### src/rtl/cl_ocl_csr_pkg.sv
// Shared definitions for the OCL AXI-Lite CSR bank: register offsets, response codes, FSM states.
package cl_ocl_csr_pkg;

    localparam logic [11:0] OFF_ID      = 12'h000;
    localparam logic [11:0] OFF_CTRL    = 12'h004;
    localparam logic [11:0] OFF_CNT_LO  = 12'h008;
    localparam logic [11:0] OFF_CNT_HI  = 12'h00C;
    localparam logic [11:0] OFF_VLED    = 12'h010;
    localparam logic [11:0] OFF_SCRATCH = 12'h020;

    localparam logic [1:0] RESP_OKAY   = 2'b00;
    localparam logic [1:0] RESP_SLVERR = 2'b10;

    typedef enum logic {WIDLE, WRESP} wr_state_e;
    typedef enum logic {RIDLE, RRESP} rd_state_e;

    function automatic logic [31:0] apply_strb(input logic [31:0] old_val,
                                               input logic [31:0] new_val,
                                               input logic [3:0]  strb);
        logic [31:0] res;
        res = old_val;
        for (int k = 0; k < 4; k++) begin
            if (strb[k]) res[8*k +: 8] = new_val[8*k +: 8];
        end
        return res;
    endfunction

endpackage

### src/rtl/cl_ocl_csr_cycle_cnt.sv
// Free-running 64-bit cycle counter; a read of the low word snapshots the high word.
module cl_ocl_csr_cycle_cnt (
    input  logic        clk_main_a0,
    input  logic        rst_main_n,
    input  logic        en,
    input  logic        clr,
    input  logic        snap,
    output logic [31:0] cnt_lo,
    output logic [31:0] cnt_hi_snap
);

    logic [63:0] cnt_q;
    logic [31:0] snap_q;

    always_ff @(posedge clk_main_a0 or negedge rst_main_n) begin
        if (!rst_main_n) begin
            cnt_q  <= '0;
            snap_q <= '0;
        end else begin
            if (clr) begin
                cnt_q <= '0;
            end else if (en) begin
                cnt_q <= cnt_q + 64'd1;
            end
            // Pre-edge value pairs with the low word returned on the same AR edge.
            if (snap) snap_q <= cnt_q[63:32];
        end
    end

    assign cnt_lo      = cnt_q[31:0];
    assign cnt_hi_snap = snap_q;

endmodule

### src/rtl/cl_ocl_csr.sv
// AXI-Lite CSR bank on the OCL (AppPF BAR0) path: ID, control, cycle counter, VLED, scratch.
module cl_ocl_csr
    import cl_ocl_csr_pkg::*;
#(
    parameter int unsigned NUM_SCRATCH  = 4,
    parameter logic [31:0] ID_VALUE     = 32'hC0DE_0001,
    parameter logic [31:0] UNIMPL_VALUE = 32'hDEAD_DEAD
) (
    input  logic        clk_main_a0,
    input  logic        rst_main_n,
    input  logic        awvalid,
    output logic        awready,
    input  logic [31:0] awaddr,
    input  logic        wvalid,
    output logic        wready,
    input  logic [31:0] wdata,
    input  logic [3:0]  wstrb,
    output logic        bvalid,
    input  logic        bready,
    output logic [1:0]  bresp,
    input  logic        arvalid,
    output logic        arready,
    input  logic [31:0] araddr,
    output logic        rvalid,
    input  logic        rready,
    output logic [31:0] rdata,
    output logic [1:0]  rresp,
    output logic [15:0] vled
);

    wr_state_e wr_state_q, wr_state_d;
    rd_state_e rd_state_q, rd_state_d;

    logic        aw_held_q, w_held_q;
    logic [11:0] awaddr_q;
    logic [31:0] wdata_q;
    logic [3:0]  wstrb_q;
    logic [1:0]  bresp_q, rresp_q;
    logic [31:0] rdata_q;
    logic        ctrl_en_q, cnt_clr_q;
    logic [15:0] vled_q, vled_new;
    logic [31:0] scratch_q [NUM_SCRATCH];

    logic                   aw_hs, w_hs, ar_hs, commit;
    logic [11:0]            wr_off, rd_off;
    logic [31:0]            wr_data, rd_data;
    logic [3:0]             wr_strb;
    logic                   wr_ctrl, wr_vled, wr_ok, rd_ok;
    logic [NUM_SCRATCH-1:0] wr_scr;
    logic [31:0]            cnt_lo, cnt_hi_snap;
    logic                   unused_addr;

    assign unused_addr = ^{awaddr[31:12], awaddr[1:0], araddr[31:12], araddr[1:0]};

    // Readies are gated by reset so they read 0 while reset is asserted.
    assign awready = rst_main_n & (wr_state_q == WIDLE) & ~aw_held_q;
    assign wready  = rst_main_n & (wr_state_q == WIDLE) & ~w_held_q;
    assign arready = rst_main_n & (rd_state_q == RIDLE);
    assign bvalid  = (wr_state_q == WRESP);
    assign rvalid  = (rd_state_q == RRESP);
    assign bresp   = bresp_q;
    assign rdata   = rdata_q;
    assign rresp   = rresp_q;
    assign vled    = vled_q;

    assign aw_hs = awvalid & awready;
    assign w_hs  = wvalid & wready;
    assign ar_hs = arvalid & arready;

    always_comb begin
        wr_off  = aw_held_q ? awaddr_q : {awaddr[11:2], 2'b00};
        wr_data = w_held_q ? wdata_q : wdata;
        wr_strb = w_held_q ? wstrb_q : wstrb;
        commit  = (wr_state_q == WIDLE) & (aw_held_q | aw_hs) & (w_held_q | w_hs);
        wr_ctrl = (wr_off == OFF_CTRL);
        wr_vled = (wr_off == OFF_VLED);
        for (int unsigned i = 0; i < NUM_SCRATCH; i++) begin
            wr_scr[i] = (wr_off == OFF_SCRATCH + 12'(4 * i));
        end
        wr_ok    = wr_ctrl | wr_vled | (|wr_scr);
        vled_new = vled_q;
        if (wr_strb[0]) vled_new[7:0]  = wr_data[7:0];
        if (wr_strb[1]) vled_new[15:8] = wr_data[15:8];
    end

    always_comb begin
        wr_state_d = wr_state_q;
        unique case (wr_state_q)
            WIDLE:   if (commit) wr_state_d = WRESP;
            WRESP:   if (bready) wr_state_d = WIDLE;
            default: wr_state_d = WIDLE;
        endcase
    end

    always_ff @(posedge clk_main_a0 or negedge rst_main_n) begin
        if (!rst_main_n) begin
            wr_state_q <= WIDLE;
            aw_held_q  <= 1'b0;
            w_held_q   <= 1'b0;
            awaddr_q   <= '0;
            wdata_q    <= '0;
            wstrb_q    <= '0;
            bresp_q    <= RESP_OKAY;
            ctrl_en_q  <= 1'b0;
            cnt_clr_q  <= 1'b0;
            vled_q     <= '0;
            for (int unsigned i = 0; i < NUM_SCRATCH; i++) scratch_q[i] <= '0;
        end else begin
            wr_state_q <= wr_state_d;
            if (aw_hs) awaddr_q <= {awaddr[11:2], 2'b00};
            if (w_hs) begin
                wdata_q <= wdata;
                wstrb_q <= wstrb;
            end
            if (commit) begin
                aw_held_q <= 1'b0;
                w_held_q  <= 1'b0;
            end else begin
                if (aw_hs) aw_held_q <= 1'b1;
                if (w_hs)  w_held_q  <= 1'b1;
            end
            cnt_clr_q <= commit & wr_ctrl & wr_strb[0] & wr_data[1];
            if (commit) begin
                bresp_q <= wr_ok ? RESP_OKAY : RESP_SLVERR;
                if (wr_ctrl && wr_strb[0]) ctrl_en_q <= wr_data[0];
                if (wr_vled) vled_q <= vled_new;
                for (int unsigned i = 0; i < NUM_SCRATCH; i++) begin
                    if (wr_scr[i]) scratch_q[i] <= apply_strb(scratch_q[i], wr_data, wr_strb);
                end
            end
        end
    end

    always_comb begin
        rd_off  = {araddr[11:2], 2'b00};
        rd_data = UNIMPL_VALUE;
        rd_ok   = 1'b0;
        case (rd_off)
            OFF_ID:     begin rd_data = ID_VALUE;              rd_ok = 1'b1; end
            OFF_CTRL:   begin rd_data = {31'b0, ctrl_en_q};    rd_ok = 1'b1; end
            OFF_CNT_LO: begin rd_data = cnt_lo;                rd_ok = 1'b1; end
            OFF_CNT_HI: begin rd_data = cnt_hi_snap;           rd_ok = 1'b1; end
            OFF_VLED:   begin rd_data = {16'b0, vled_q};       rd_ok = 1'b1; end
            default: begin
                for (int unsigned i = 0; i < NUM_SCRATCH; i++) begin
                    if (rd_off == OFF_SCRATCH + 12'(4 * i)) begin
                        rd_data = scratch_q[i];
                        rd_ok   = 1'b1;
                    end
                end
            end
        endcase
    end

    always_comb begin
        rd_state_d = rd_state_q;
        unique case (rd_state_q)
            RIDLE:   if (ar_hs) rd_state_d = RRESP;
            RRESP:   if (rready) rd_state_d = RIDLE;
            default: rd_state_d = RIDLE;
        endcase
    end

    always_ff @(posedge clk_main_a0 or negedge rst_main_n) begin
        if (!rst_main_n) begin
            rd_state_q <= RIDLE;
            rdata_q    <= '0;
            rresp_q    <= RESP_OKAY;
        end else begin
            rd_state_q <= rd_state_d;
            if (ar_hs) begin
                rdata_q <= rd_data;
                rresp_q <= rd_ok ? RESP_OKAY : RESP_SLVERR;
            end
        end
    end

    cl_ocl_csr_cycle_cnt u_cycle_cnt (
        .clk_main_a0 (clk_main_a0),
        .rst_main_n  (rst_main_n),
        .en          (ctrl_en_q),
        .clr         (cnt_clr_q),
        .snap        (ar_hs && (rd_off == OFF_CNT_LO)),
        .cnt_lo      (cnt_lo),
        .cnt_hi_snap (cnt_hi_snap)
    );

endmodule
### config.mk
export PLATFORM = sky130hd
export DESIGN_NAME = cl_ocl_csr
export DESIGN_NICKNAME = d
export VERILOG_FILES = /design/src/rtl/cl_ocl_csr_pkg.sv /design/src/rtl/cl_ocl_csr_cycle_cnt.sv /design/src/rtl/cl_ocl_csr.sv
export SDC_FILE = /design/constraint.sdc
export NUM_CORES = 1
export LEC_CHECK = 0
export ABC_AREA = 0
export BUFFER_PORTS_ARGS = -buffer_cell sky130_fd_sc_hd__clkbuf_2
export CELL_PAD_IN_SITES_DETAIL_PLACEMENT = 1
export CELL_PAD_IN_SITES_GLOBAL_PLACEMENT = 2
export CORE_MARGIN = 4
export CORE_UTILIZATION = 36
export DETAILED_ROUTE_END_ITERATION = 7
export GPL_ROUTABILITY_DRIVEN = 0
export PLACE_DENSITY_LB_ADDON = 0.1
export SYNTH_ARGS = -nofsm -noshare
export SYNTH_HDL_FRONTEND = slang
export SYNTH_SLANG_ARGS = --single-unit
### constraint.sdc
create_clock -name clk_main_a0 -period 2.51 [get_ports clk_main_a0]
set_clock_uncertainty 0.05 [all_clocks]
set_input_delay 0.3765 -clock clk_main_a0 [delete_from_list [all_inputs] [get_ports clk_main_a0]]
set_output_delay 0.3765 -clock clk_main_a0 [all_outputs]
set_load 0.005 [all_outputs]
After elaboration in Yosys (flattened, before gate mapping)
Index checks and enable logic that the tools add are counted.
{ "totals": {"wordCells": 121, "reg_bits": 328} }
{ "classes": {"n_bitwise": 20, "add_sub_neg": 1, "n_reduce_logical": 27, "n_eq_ne": 14, "mux": 27} }
{ "op_table": {"columns": ["op", "n"], "rows": [
  ["32-bit two-way mux", 5],
  ["32-bit case mux with 5 select lines", 1],
  ["64-bit two-way mux", 2],
  ["64-bit by 1-bit adder with 64-bit output (second input constant)", 1],
  ["3-bit AND reduction", 18],
  ["12-bit by 6-bit == test with 1-bit output (second input constant)", 4],
  ["10-bit by 4-bit == test with 1-bit output (second input constant)", 4],
  ["10-bit by 2-bit == test with 1-bit output (second input constant)", 2],
  ["1-bit two-way mux", 13],
  ["1-bit bitwise AND", 12],
  ["12-bit by 3-bit == test with 1-bit output (second input constant)", 1],
  ["12-bit by 5-bit == test with 1-bit output (second input constant)", 1],
  ["12-bit two-way mux", 1],
  ["10-bit by 1-bit == test with 1-bit output (second input constant)", 1],
  ["10-bit by 3-bit == test with 1-bit output (second input constant)", 1],
  ["10-bit logical NOT", 1],
  ["2-bit nonzero test", 3],
  ["5-bit OR reduction", 1],
  ["2-bit two-way mux", 2],
  ["4-bit two-way mux", 1],
  ["1-bit inverter", 4],
  ["1-bit OR", 4],
  ["1-bit case mux with 2 select lines", 2],
  ["4-bit OR reduction", 1],
  ["other kinds (2)", 3]
]} }

Logic depth before layout (Yosys ltp)
Gate-level depths: netlist of run 1.
{ "depth": {"ltp_word": 10, "depth_mapped": 9} }

Hierarchy
A second synthesis of run 1 with hierarchy kept.
{ "hier_totals": {"cells_unflattened": 1350, "area_unflattened_um2": 16118.0} }
{ "by_module_without_submodules": {"columns": ["mod", "area_each_um2", "cells_per_inst", "instances"], "rows": [
  ["cl_ocl_csr", 11354.6, 887, 1],
  ["cl_ocl_csr_cycle_cnt", 4763.3, 463, 1]
]} }

Worst setup path after synthesis of run 1
Ideal clock, no wire load.
{ "synth_path": {"path_type": "input to register", "start": "input araddr[9]", "end": "register u_cycle_cnt.snap_q[10], in the netlist u_cycle_cnt.cnt_hi_snap[10]", "t_arrival_ns": 2.437, "stages": 8, "n_path_buf": 4, "t_required_ns": 2.335, "path_slack_ns": -0.101, "cell_sequence": "or4_1 -> buf_2 -> or3_1 -> buf_2 -> or3_1 -> buf_2 -> buf_6 -> mux2_2"} }
{ "synth_between": {"elab_chain_len": 2} }
{ "synth_rtl": {"columns": ["item", "line_no", "rtl"], "rows": [
  ["start, declared", "cl_ocl_csr.sv:23", "input logic [31:0] araddr,"],
  ["10-bit by 2-bit == test with 1-bit output", "cl_ocl_csr.sv:183", ".snap (ar_hs && (rd_off == OFF_CNT_LO)),"],
  ["1-bit logical AND", "cl_ocl_csr.sv:183", null],
  ["end signal, assigned", "cl_ocl_csr_cycle_cnt.sv:26", "if (snap) snap_q <= cnt_q[63:32];"],
  ["end, declared", "cl_ocl_csr_cycle_cnt.sv:13", "logic [31:0] snap_q;"]
]} }
Every way passes these cells.
A chain may end at the register's enable or synchronous reset.

Final worst setup path of run 1
{ "layout_path": {"start": "register u_cycle_cnt.cnt_q[5]", "end": "register u_cycle_cnt.cnt_q[50]"} }
{ "layout_between": {"elab_chain_len": 3} }
{ "layout_rtl": {"columns": ["item", "line_no", "rtl"], "rows": [
  ["start, declared", "cl_ocl_csr_cycle_cnt.sv:12", "logic [63:0] cnt_q;"],
  ["start signal, assigned", "cl_ocl_csr_cycle_cnt.sv:23", "cnt_q <= cnt_q + 64'd1;"],
  ["64-bit by 1-bit adder with 64-bit output", "cl_ocl_csr_cycle_cnt.sv:23", null],
  ["64-bit two-way mux", "cl_ocl_csr_cycle_cnt.sv:22", "end else if (en) begin"],
  ["64-bit two-way mux", "cl_ocl_csr_cycle_cnt.sv:20", "if (clr) begin"]
]} }
Every way passes these cells. The select of a mux whose other input is x is not followed.

==> flow_summary.ini, run 1 <==
[routing]
wl_per_cell_um = 22.0
ant_nets = 0
drt-initial-drc-count = 619
drc = 0
dr_total_vias = 11400
vias_per_cell = 5.41
wl_mm = 46.2
drt_pre_antenna_iters = 4

[pwr]
internal_power_uw = 9990
seqPwrFrac_pct = 44.8
combPwrFrac_pct = 14.0
powerDensity_mw_per_mm2 = 709
p_sw_uw = 3530
power.share.clock_pct = 41.3
power_uw = 13500
switching_share_pct = 26.1
power_leakage_uw = 0.00857
peakVddDrop_uv = 466

[sta]
report.final.slew_viol_count = 0
maxSlewHeadroom_pct = 57.6
fin_crit_sh_pct = 96.5
whs_ps = 31.5
layout_min_cycle_time_ps = 2420
timing.final.ws_setup_ps = 87.5
fmax_mhz = 413
setup_violations = 0
max_slew.worst_pin.slew_ps = 635
hold_violations = 0

[placed_design]
pre_cts_ws_ps = -25.1
portBuffers = 117
dp_cells = 2007
place_hpwl_mm = 33.6
place_area_mm2 = 0.0175

[cells_and_area]
fin_cells = 2099
final_cell_mix = 323 x dfrtp_1, 250 x mux2_2, 122 x buf_4
final_common_cell = dfrtp_1
syn2layout_area_growth_pct = 23.4
antenna_cells = 0
num-nets-final = 1639
final_area_mm2 = 0.0191
drive_gt1_share_pct = 39.0

[setup_path]
cp-start-kind = flop
cp.arrival_ps = 2830
endpoint_kind = flop
crit_fanout = 18
path_class = flop to flop
rrSetupSlack_ps = 90
cp_data_required_time_ps = 2920

[cts]
cts_tree = yes
cts_buffers = 39
insertion_delay_ps = 550
clk_pin_slew_worst_paths_ps = 60
htreeDepth = 2
clockBufferDepth = 3
numClockSinks = 326
cts_root_buf = clkbuf_16

[synth]
synth_xor_xnor_area_share_pct = 1.76
syn_area_per_cell_um2 = 12.0
ys_seq_area_share_pct = 52.8
synth_edf_count = 0
synth_compound_area_share_pct = 8.34
ys_ff_latch = 326
syn_area_mm2 = 0.0154
synthAdderAreaFrac_pct = 0.0810
netlist_top_cells_area = dfrtp_1 53%, mux2_2 19%, mux4_2 4.1%
synthMuxAreaShare_pct = 23.2
synth-simple-area-share_pct = 11.6
netlist_instances = 1285
yosysTopAreaCell = dfrtp_1
yosys.area.top_type_share_pct = 52.8
synth-main-ff-cell = dfrtp_1
async_flop_share_pct = 100
synth_cell_types = 59
synth_warnings = 0
synth_top_family_by_area = multiplexers

[floorplan]
die_w_um = 215
design.core.area_mm2 = 0.0422
start_util_pct = 36.6
die_h_um = 215
rows = 75
dieArea_mm2 = 0.0463
io-pin-count = 164

[outcome]
outcome = finished, final reports clean

[global_route]
grt_max_degree = 111
grt_use_met1_pct = 27.8
use_met3_pct = 2.57
grt_usage_pct = 19.9
overflow = 0
grt_pass1_wl_mm = 73.1
antenna_found_initial = 0
met2_usage_pct = 33.2
busiest_layer = met2
grt_pass1_vias = 12200

[flow_run]
drv_cap = 0

[worst_hold_path]
hold_class = primary input to flop
[worst max-delay path, stage by stage (launching register included)]
cell and delay, ps:
dfrtp_1 360, nand4_2 140, or4_4 580, buf_4 230, nand4b_1 340, or4_1 470, a21oi_1 170
[metal layers]
metal | up-vias | share of wire, %
li1 | 5267 | -
met1 | 5871 | 47
met2 | 153 | 48
met3 | 59 | 2.8
met4 | 0 | 2.0
met5 | - | 0
[per-stage QoR]
step / util, % / TNS [ps]
global placement: 41.5 / -39.8
global route: 45.2 / -8.39
finish: 45.2 / 0
CTS: 45.0 / 0
detailed placement: 41.5 / -143
floorplan: - / -622
[flip-flops by register name, indices dropped and copies added, names as in the netlist]
signal                   cells
aw_held_q                    1
awaddr_q                    10
bresp                        1
bvalid                       1
cnt_clr_q                    1
ctrl_en_q                    1
rdata                       32
rresp                        1
rvalid                       1
scratch_q                  128
u_cycle_cnt.cnt_hi_snap     32
u_cycle_cnt.cnt_q           64
vled                        16
w_held_q                     1
wdata_q                     32
wstrb_q                      4
[power groups by stage]
stage	Clock [uW]	Combinational (uW)	Sequential, uW
floorplan	0	1260	6020
global route	5990	2100	6110
detailed placement	0	1880	6140
CTS	5770	1920	6040
global placement	0	1850	6110
finish	5580	1890	6050
[cell type report]
cell class / instances / area, um^2
Timing Repair Buffer: 268 / 1900
Clock inverter: 7 / 77.6
Multi-Input combinational cell: 879 / 7010
Sequential cell: 326 / 8160
Tap cell: 539 / 674
Clock buffer: 63 / 1180
Inverter: 17 / 63.8
Fill cell: 4493 / 23200
[cells by family after synthesis]
group,Yosys count
AOI/OAI and AO/OA,205
xor gates and xnor gates,31
adders and majority gates,1
buffers and inverters,81
DFF,326
muxes,292
other,1
and+or+nand+nor,348
[repair_timing]
item                                    CTS  global route
hold endpoints to repair                139             0
resized for setup                         1            14
endpoints found under the setup margin    1            99
cloned                                    0             0
setup buffers                             0             3
pin swaps                                 0             9
hold buffers                             21             0
[Yosys cell counts, types with 3 or more instances]
| cell | n |
|---|---|
| dfrtp_1 | 326 |
| mux2_2 | 254 |
| nor2_1 | 99 |
| nand2_1 | 70 |
| a21oi_1 | 55 |
| o21ai_0 | 53 |
| clkbuf_1 | 45 |
| mux4_2 | 28 |
| nand4_1 | 28 |
| nand3_1 | 27 |
| or3_1 | 24 |
| xnor2_1 | 21 |
| a31oi_1 | 19 |
| inv_1 | 17 |
| nor3_1 | 17 |
| a221oi_1 | 16 |
| nor4_1 | 16 |
| or4_1 | 14 |
| o21a_1 | 11 |
| o221ai_1 | 11 |
| o31ai_1 | 11 |
| mux2i_1 | 10 |
| xor2_1 | 10 |
| and3_1 | 8 |
| and4_1 | 8 |
| buf_1 | 8 |
| and2_1 | 7 |
| buf_2 | 7 |
| a211oi_1 | 5 |
| nand2b_1 | 5 |
| o211ai_1 | 5 |
| nor2b_1 | 4 |
| o22ai_1 | 4 |
| or2_2 | 4 |
| a22oi_1 | 3 |
| o32ai_1 | 3 |
[final timing paths]
check | start | endpoint | cells after the start
worst max-delay path | u_cycle_cnt.cnt_q[5]$_DFFE_PN0P_ | u_cycle_cnt.cnt_q[50]$_DFFE_PN0P_ | 6
worst min-delay path | wdata[22] | wdata_q[22]$_DFFE_PN0P_ | 2
worst max register to register | u_cycle_cnt.cnt_q[5]$_DFFE_PN0P_ | u_cycle_cnt.cnt_q[50]$_DFFE_PN0P_ | 6
worst min register to register | rdata[28]$_DFFE_PN0P_ | rdata[28]$_DFFE_PN0P_ | 1
max in group asynchronous | rst_main_n | wdata_q[10]$_DFFE_PN0P_ | 4
min in group asynchronous | rst_main_n | bvalid$_DFF_PN0_ | 2
No activity file was read; power rests on OpenSTA's default activity.
==> run 2, diff against run 1 <==
--- a/config.mk
+++ b/config.mk
@@ -14,6 +14,7 @@
 export DETAILED_ROUTE_END_ITERATION = 7
 export GPL_ROUTABILITY_DRIVEN = 0
 export PLACE_DENSITY_LB_ADDON = 0.1
+export SETUP_SLACK_MARGIN = 0.1
 export SYNTH_ARGS = -nofsm -noshare
 export SYNTH_HDL_FRONTEND = slang
 export SYNTH_SLANG_ARGS = --single-unit
==> run 2 against run 1 <==
  * First-iteration DRC count fell by 14%
  * Design area decreased by 0.30%
  * Clock power grew 0.9%
  * Sequential share of layout area up 0.14 points
  * Flip-flop and latch count stayed put
  * Routed wire length decreased by 0.91%
  * Non-clock buffer count decreased by 18
  * Largest cell class unchanged
  * Register-to-register slack better by 100 ps
  * Die area unchanged
==> flow_summary.ini, run 2 (synthesized netlist as in run 1, its figures left out) <==
[outcome]
outcome = finished, final reports clean

[worst_hold_path]
worstHoldStart = wdata[2]
holdPathEnd = wdata_q[2]$_DFFE_PN0P_
hold_class = primary input to flop
hold_depth = 2

[cells_and_area]
largestRegisters = scratch_q x128, u_cycle_cnt.cnt_q x64
top_register = scratch_q
seq_area_mm2 = 0.00816
n_fill_cell = 4493
final_area_mm2 = 0.0190
final_cell_mix = 321 x dfrtp_1, 254 x mux2_2, 115 x clkbuf_2
antenna_cells = 0
largest_register_ffs = 128
num-nets-final = 1621
final_common_cell = dfrtp_1
multi_input_area_mm2 = 0.00702
drive_gt1_share_pct = 40.1
syn2layout_area_growth_pct = 23.1

[floorplan]
design.core.area_mm2 = 0.0422
die_w_um = 215
io-pin-count = 164
rows = 75
die_h_um = 215
start_util_pct = 36.6
dieArea_mm2 = 0.0463

[routing]
dr_total_vias = 11300
ant_nets = 0
drt-initial-drc-count = 533
drt_pre_antenna_iters = 4
wl_mm = 45.8
drc = 0
wl_per_cell_um = 22.0
vias_per_cell = 5.46

[setup_path]
r2r_cells = 6
setup.worst_path.start = u_cycle_cnt.cnt_q[9]$_DFFE_PN0P_
endpoint_kind = flop
cp_data_required_time_ps = 2920
path_class = flop to flop
cp-start-kind = flop
rrSetupSlack_ps = 190
crit_fanout = 7
reg2reg_from = u_cycle_cnt.cnt_q[9]$_DFFE_PN0P_
reg2reg_to = u_cycle_cnt.cnt_q[46]$_DFFE_PN0P_
cp.arrival_ps = 2730

[sta]
hold_violations = 0
fin_crit_sh_pct = 92.5
report.final.slew_viol_count = 0
whs_ps = 38.3
setup_violations = 0
timing.final.ws_setup_ps = 188
fmax_mhz = 431
max_slew.worst_pin.slew_ps = 1070
layout_min_cycle_time_ps = 2320
rsz0062_at_grt = false
maxSlewHeadroom_pct = 28.5

[global_route]
grt_pass1_wl_mm = 73.2
overflow = 0
grt_pass1_vias = 12300
grt_usage_pct = 19.9
grt_max_degree = 166
antenna_found_initial = 0

[placed_design]
portBuffers = 117
place_area_mm2 = 0.0175
place_hpwl_mm = 33.1
pre_cts_ws_ps = -69.9

[cts]
htreeDepth = 2
numClockSinks = 326
cts_root_buf = clkbuf_16
cts_tree = yes
insertion_delay_ps = 540
clk_pin_slew_worst_paths_ps = 60
clockBufferDepth = 3
cts_buffers = 39

[flow_run]
drv_cap = 0

[pwr]
powerDensity_mw_per_mm2 = 712
power_leakage_uw = 0.00850
peakVddDrop_uv = 564
power_uw = 13500
-- run 2: changes by cell type in the layout (fill, tap and decap cells not counted), sizes merged --
cell          previous run  this run
clkbuf                 176       171
dlymetal6s4s             2         0
dlygate4sd3             19        12
buf                    134       123
clkinv                   4         9
clkinvlp                 1         0
-- run 2: how the worst max path moves through the flow --
stage	endpoint	slack (ps)
floorplan	u_cycle_cnt.cnt_hi_snap[10]$_DFFE_PN0P_	-30
global placement	vled[11]$_DFFE_PN0P_	-40
detailed placement	vled[11]$_DFFE_PN0P_	-70
CTS	u_cycle_cnt.cnt_q[46]$_DFFE_PN0P_	120
global route	u_cycle_cnt.cnt_q[53]$_DFFE_PN0P_	50
finish	u_cycle_cnt.cnt_q[46]$_DFFE_PN0P_	190
-- run 2: worst max-delay path, cell delays in order (launching register included) --
cell and delay [ps]:
dfrtp_1 350, nand4_1 200, or4_4 560, buf_4 180, and4b_1 300, or3b_2 450, a21oi_1 150
-- run 2: routing by layer --
layer | track usage, % | up-vias | routed length, um
met5 | 0 | - | 0
met4 | 4.72 | 0 | 812
met3 | 2.57 | 55 | 1290
met2 | 32.8 | 136 | 22100
met1 | 28.2 | 5911 | 21600
li1 | - | 5242 | -
-- run 2: through the flow --
step           instances  TNS (ps)  utilization [%]
6_report            2078         0             45.0
5_1_grt             2078         0             45.0
4_1_cts             2074         0             44.9
3_5_place_dp        1994     -2490             41.6
3_3_place_gp        1994     -1510             41.6
2_1_floorplan       1286      -621                -
-- run 2: repair_timing --
action / CTS / global route
buffers inserted: 1 / 4
hold endpoints to repair: 34 / 0
pin swaps: 0 / 6
hold buffers: 12 / 0
endpoints found under the setup margin: 4 / 161
resized for setup: 1 / 9
-- run 2: power by group --
part	internal (uW)	switching (uW)
sequential	5750	303
combinational	922	946
clock	3370	2260
total	10000	3510
-- run 2: cell type report --
type	count	area share [%]
well taps	539	3.55
clock buffers	56	6.22
clock inverters	11	0.454
repair buffers	250	9.56
multi-input cells	879	36.9
inverters	17	0.336
flip-flops and latches	326	42.9
==> run 3, diff against run 2 <==
--- a/config.mk
+++ b/config.mk
@@ -5,12 +5,12 @@
 export SDC_FILE = /design/constraint.sdc
 export NUM_CORES = 1
 export LEC_CHECK = 0
-export ABC_AREA = 0
+export ABC_AREA = 1
 export BUFFER_PORTS_ARGS = -buffer_cell sky130_fd_sc_hd__clkbuf_2
 export CELL_PAD_IN_SITES_DETAIL_PLACEMENT = 1
 export CELL_PAD_IN_SITES_GLOBAL_PLACEMENT = 2
 export CORE_MARGIN = 4
-export CORE_UTILIZATION = 36
+export CORE_UTILIZATION = 31
 export DETAILED_ROUTE_END_ITERATION = 7
 export GPL_ROUTABILITY_DRIVEN = 0
 export PLACE_DENSITY_LB_ADDON = 0.1
==> run 3 against run 2 <==
  * Worst hold slack got worse by 4.6 ps
  * Non-clock buffer count increased by 8
  * Utilization decreased by 6.6 points
  * Die area increased by 26%
  * Routed wire length increased by 36%
  * Design area increased by 9.0%
  * Area after synthesis increased by 9.6%
  * Register-to-register slack improved by 60 ps
  * Critical endpoint is now u_cycle_cnt.cnt_q[44]$_DFFE_PN0P_
  * Largest cell class unchanged
==> flow_summary.ini, run 3 <==
[cells_and_area]
top_register = scratch_q
largestRegisters = scratch_q x128, u_cycle_cnt.cnt_q x64
final_cell_mix = 844 x nand2_1, 325 x dfrtp_1, 314 x nor2_1
syn2layout_area_growth_pct = 22.4
antenna_cells = 0
n_fill_cell = 6748
largest_register_ffs = 128
drive_gt1_share_pct = 13.7
finalCoreUtilization_pct = 38.4
num-nets-final = 2677
final_common_cell = nand2_1
final_area_mm2 = 0.0207

[sta]
fmax_mhz = 442
max_slew.worst_pin.slew_ps = 935
rsz0062_at_grt = false
fin_crit_sh_pct = 90.0
setup_violations = 0
hold_violations = 0
timing.final.ws_setup_ps = 250
maxSlewHeadroom_pct = 37.7
layout_min_cycle_time_ps = 2260
setup_tns_ps = 0
report.final.slew_viol_count = 0
whs_ps = 33.7

[synth]
synth_cell_types = 38
yosysTopAreaCell = dfrtp_1
synth-main-ff-cell = dfrtp_1
synth_edf_count = 0
yosysMostFrequentCell = nand2_1
netlist_top_cells_area = dfrtp_1 48%, nand2_1 19%, nor2_1 7.1%
yosys.area.top_type_share_pct = 48.2
ys_ff_latch = 326
synth_common_cells = 848 x nand2_1, 326 x dfrtp_1, 320 x nor2_1
async_flop_share_pct = 100
ys_seq_area_share_pct = 48.2
netlist_instances = 2350
syn_area_mm2 = 0.0169
syn_area_per_cell_um2 = 7.20
synth_warnings = 0

[worst_hold_path]
hold_class = primary input to flop
hold_depth = 3

[placed_design]
portBuffers = 117
place_hpwl_mm = 47.4
pre_cts_ws_ps = 102
place_area_mm2 = 0.0189

[routing]
drt_pre_antenna_iters = 5
dr_total_vias = 16000
vias_per_cell = 4.86
wl_per_cell_um = 18.9
drc = 0
drt-initial-drc-count = 950
wl_mm = 62.2
ant_nets = 0

[outcome]
outcome = finished, final reports clean

[floorplan]
io-pin-count = 164
design.core.area_mm2 = 0.0539
dieArea_mm2 = 0.0584
die_w_um = 242
die_h_um = 242
start_util_pct = 31.4
rows = 85

[global_route]
overflow = 0
grt_usage_pct = 21.3
antenna_found_initial = 1
grt_max_degree = 121
grt_pass1_wl_mm = 99.2
grt_pass1_vias = 16600

[cts]
htreeDepth = 2
cts_root_buf = clkbuf_16
cts_buffers = 42
numClockSinks = 326
cts_tree = yes
clk_pin_slew_worst_paths_ps = 60
clockBufferDepth = 3
insertion_delay_ps = 580

[setup_path]
cp.arrival_ps = 2710
cp_data_required_time_ps = 2960
r2r_cells = 10
endpoint_kind = flop
cp-start-kind = flop
path_class = flop to flop
crit_fanout = 5

[pwr]
powerDensity_mw_per_mm2 = 732
power_leakage_uw = 0.0104
peakVddDrop_uv = 459

[flow_run]
drv_cap = 0
==> run 3: metal layers <==
layer,vias up,GRT usage [%],part of all wire (%)
li1,7894,-,-
met1,7851,29.7,48
met2,205,35.5,47
met3,72,2.82,3.0
met4,2,5.09,2.2
met5,-,0,0.019
==> run 3: path summary, 6_finish.rpt <==
check / end / slack [ps] / start
min: wdata_q[23]$_DFFE_PN0P_ / 30 / wdata[23]
max: u_cycle_cnt.cnt_q[44]$_DFFE_PN0P_ / 250 / u_cycle_cnt.cnt_q[32]$_DFFE_PN0P_
max reg2reg: u_cycle_cnt.cnt_q[44]$_DFFE_PN0P_ / 250 / u_cycle_cnt.cnt_q[32]$_DFFE_PN0P_
min in group asynchronous: rdata[4]$_DFFE_PN0P_ / 280 / rst_main_n
max in group asynchronous: wdata_q[9]$_DFFE_PN0P_ / 650 / rst_main_n
min reg2reg: scratch_q[18]$_DFFE_PN0P_ / 420 / scratch_q[18]$_DFFE_PN0P_
==> run 3: cell families (layout without fill, tap and decap cells) <==
family	after synthesis	count (layout)	share of synthesized area, %
buffers and inverters	270	517	6.30
adder cells (fa/ha/maj)	1	1	0.0739
flip-flops	326	326	48.2
AO/OA/AOI/OAI	256	256	8.01
multiplexers	8	8	0.532
AND/OR/NAND/NOR	1483	1483	36.6
other	1	2	0.0222
XOR/XNOR	5	5	0.259
==> run 3: metrics by stage <==
step / instances / power, uW
detailed placement: 3182 / 9060
global route: 3294 / 16100
CTS: 3294 / 15400
floorplan: 2351 / 7640
finish: 3294 / 15200
global placement: 3182 / 8970
==> run 3: where the power goes <==
| part | internal, uW | switching (uW) | total (uW) |
|---|---|---|---|
| registers | 5790 | 315 | 6110 |
| logic | 1000 | 1880 | 2890 |
| clock network | 3670 | 2500 | 6180 |
| total | 10500 | 4700 | 15200 |
==> run 3: critical path: stages, from the launching register on <==
cell and delay, ps:
dfrtp_1 500, nand2_1 250, nor2_1 310, nand2_1 90, nor2_1 120, nand2_1 150, nor2_1 360, nand2_1 120
nand2_1 90, nand2_1 50, nor2_1 90
==> run 3: area by class of cell <==
cell class	count	area (um^2)	share of cell area, %
multi-input combinational	1755	7760	37.4
sequential	326	8160	39.4
inverter	186	698	3.37
tap	696	871	4.20
timing repair buffer	258	1840	8.88
clock inverter	13	186	0.900
clock buffer	60	1210	5.83
==> run 3: what timing repair did <==
action	4_1_cts	5_1_grt
gates resized for setup	1	9
cloned	0	0
hold endpoints to repair	68	0
endpoints found under the setup margin	1	85
hold buffers	39	0
buffers inserted	0	0
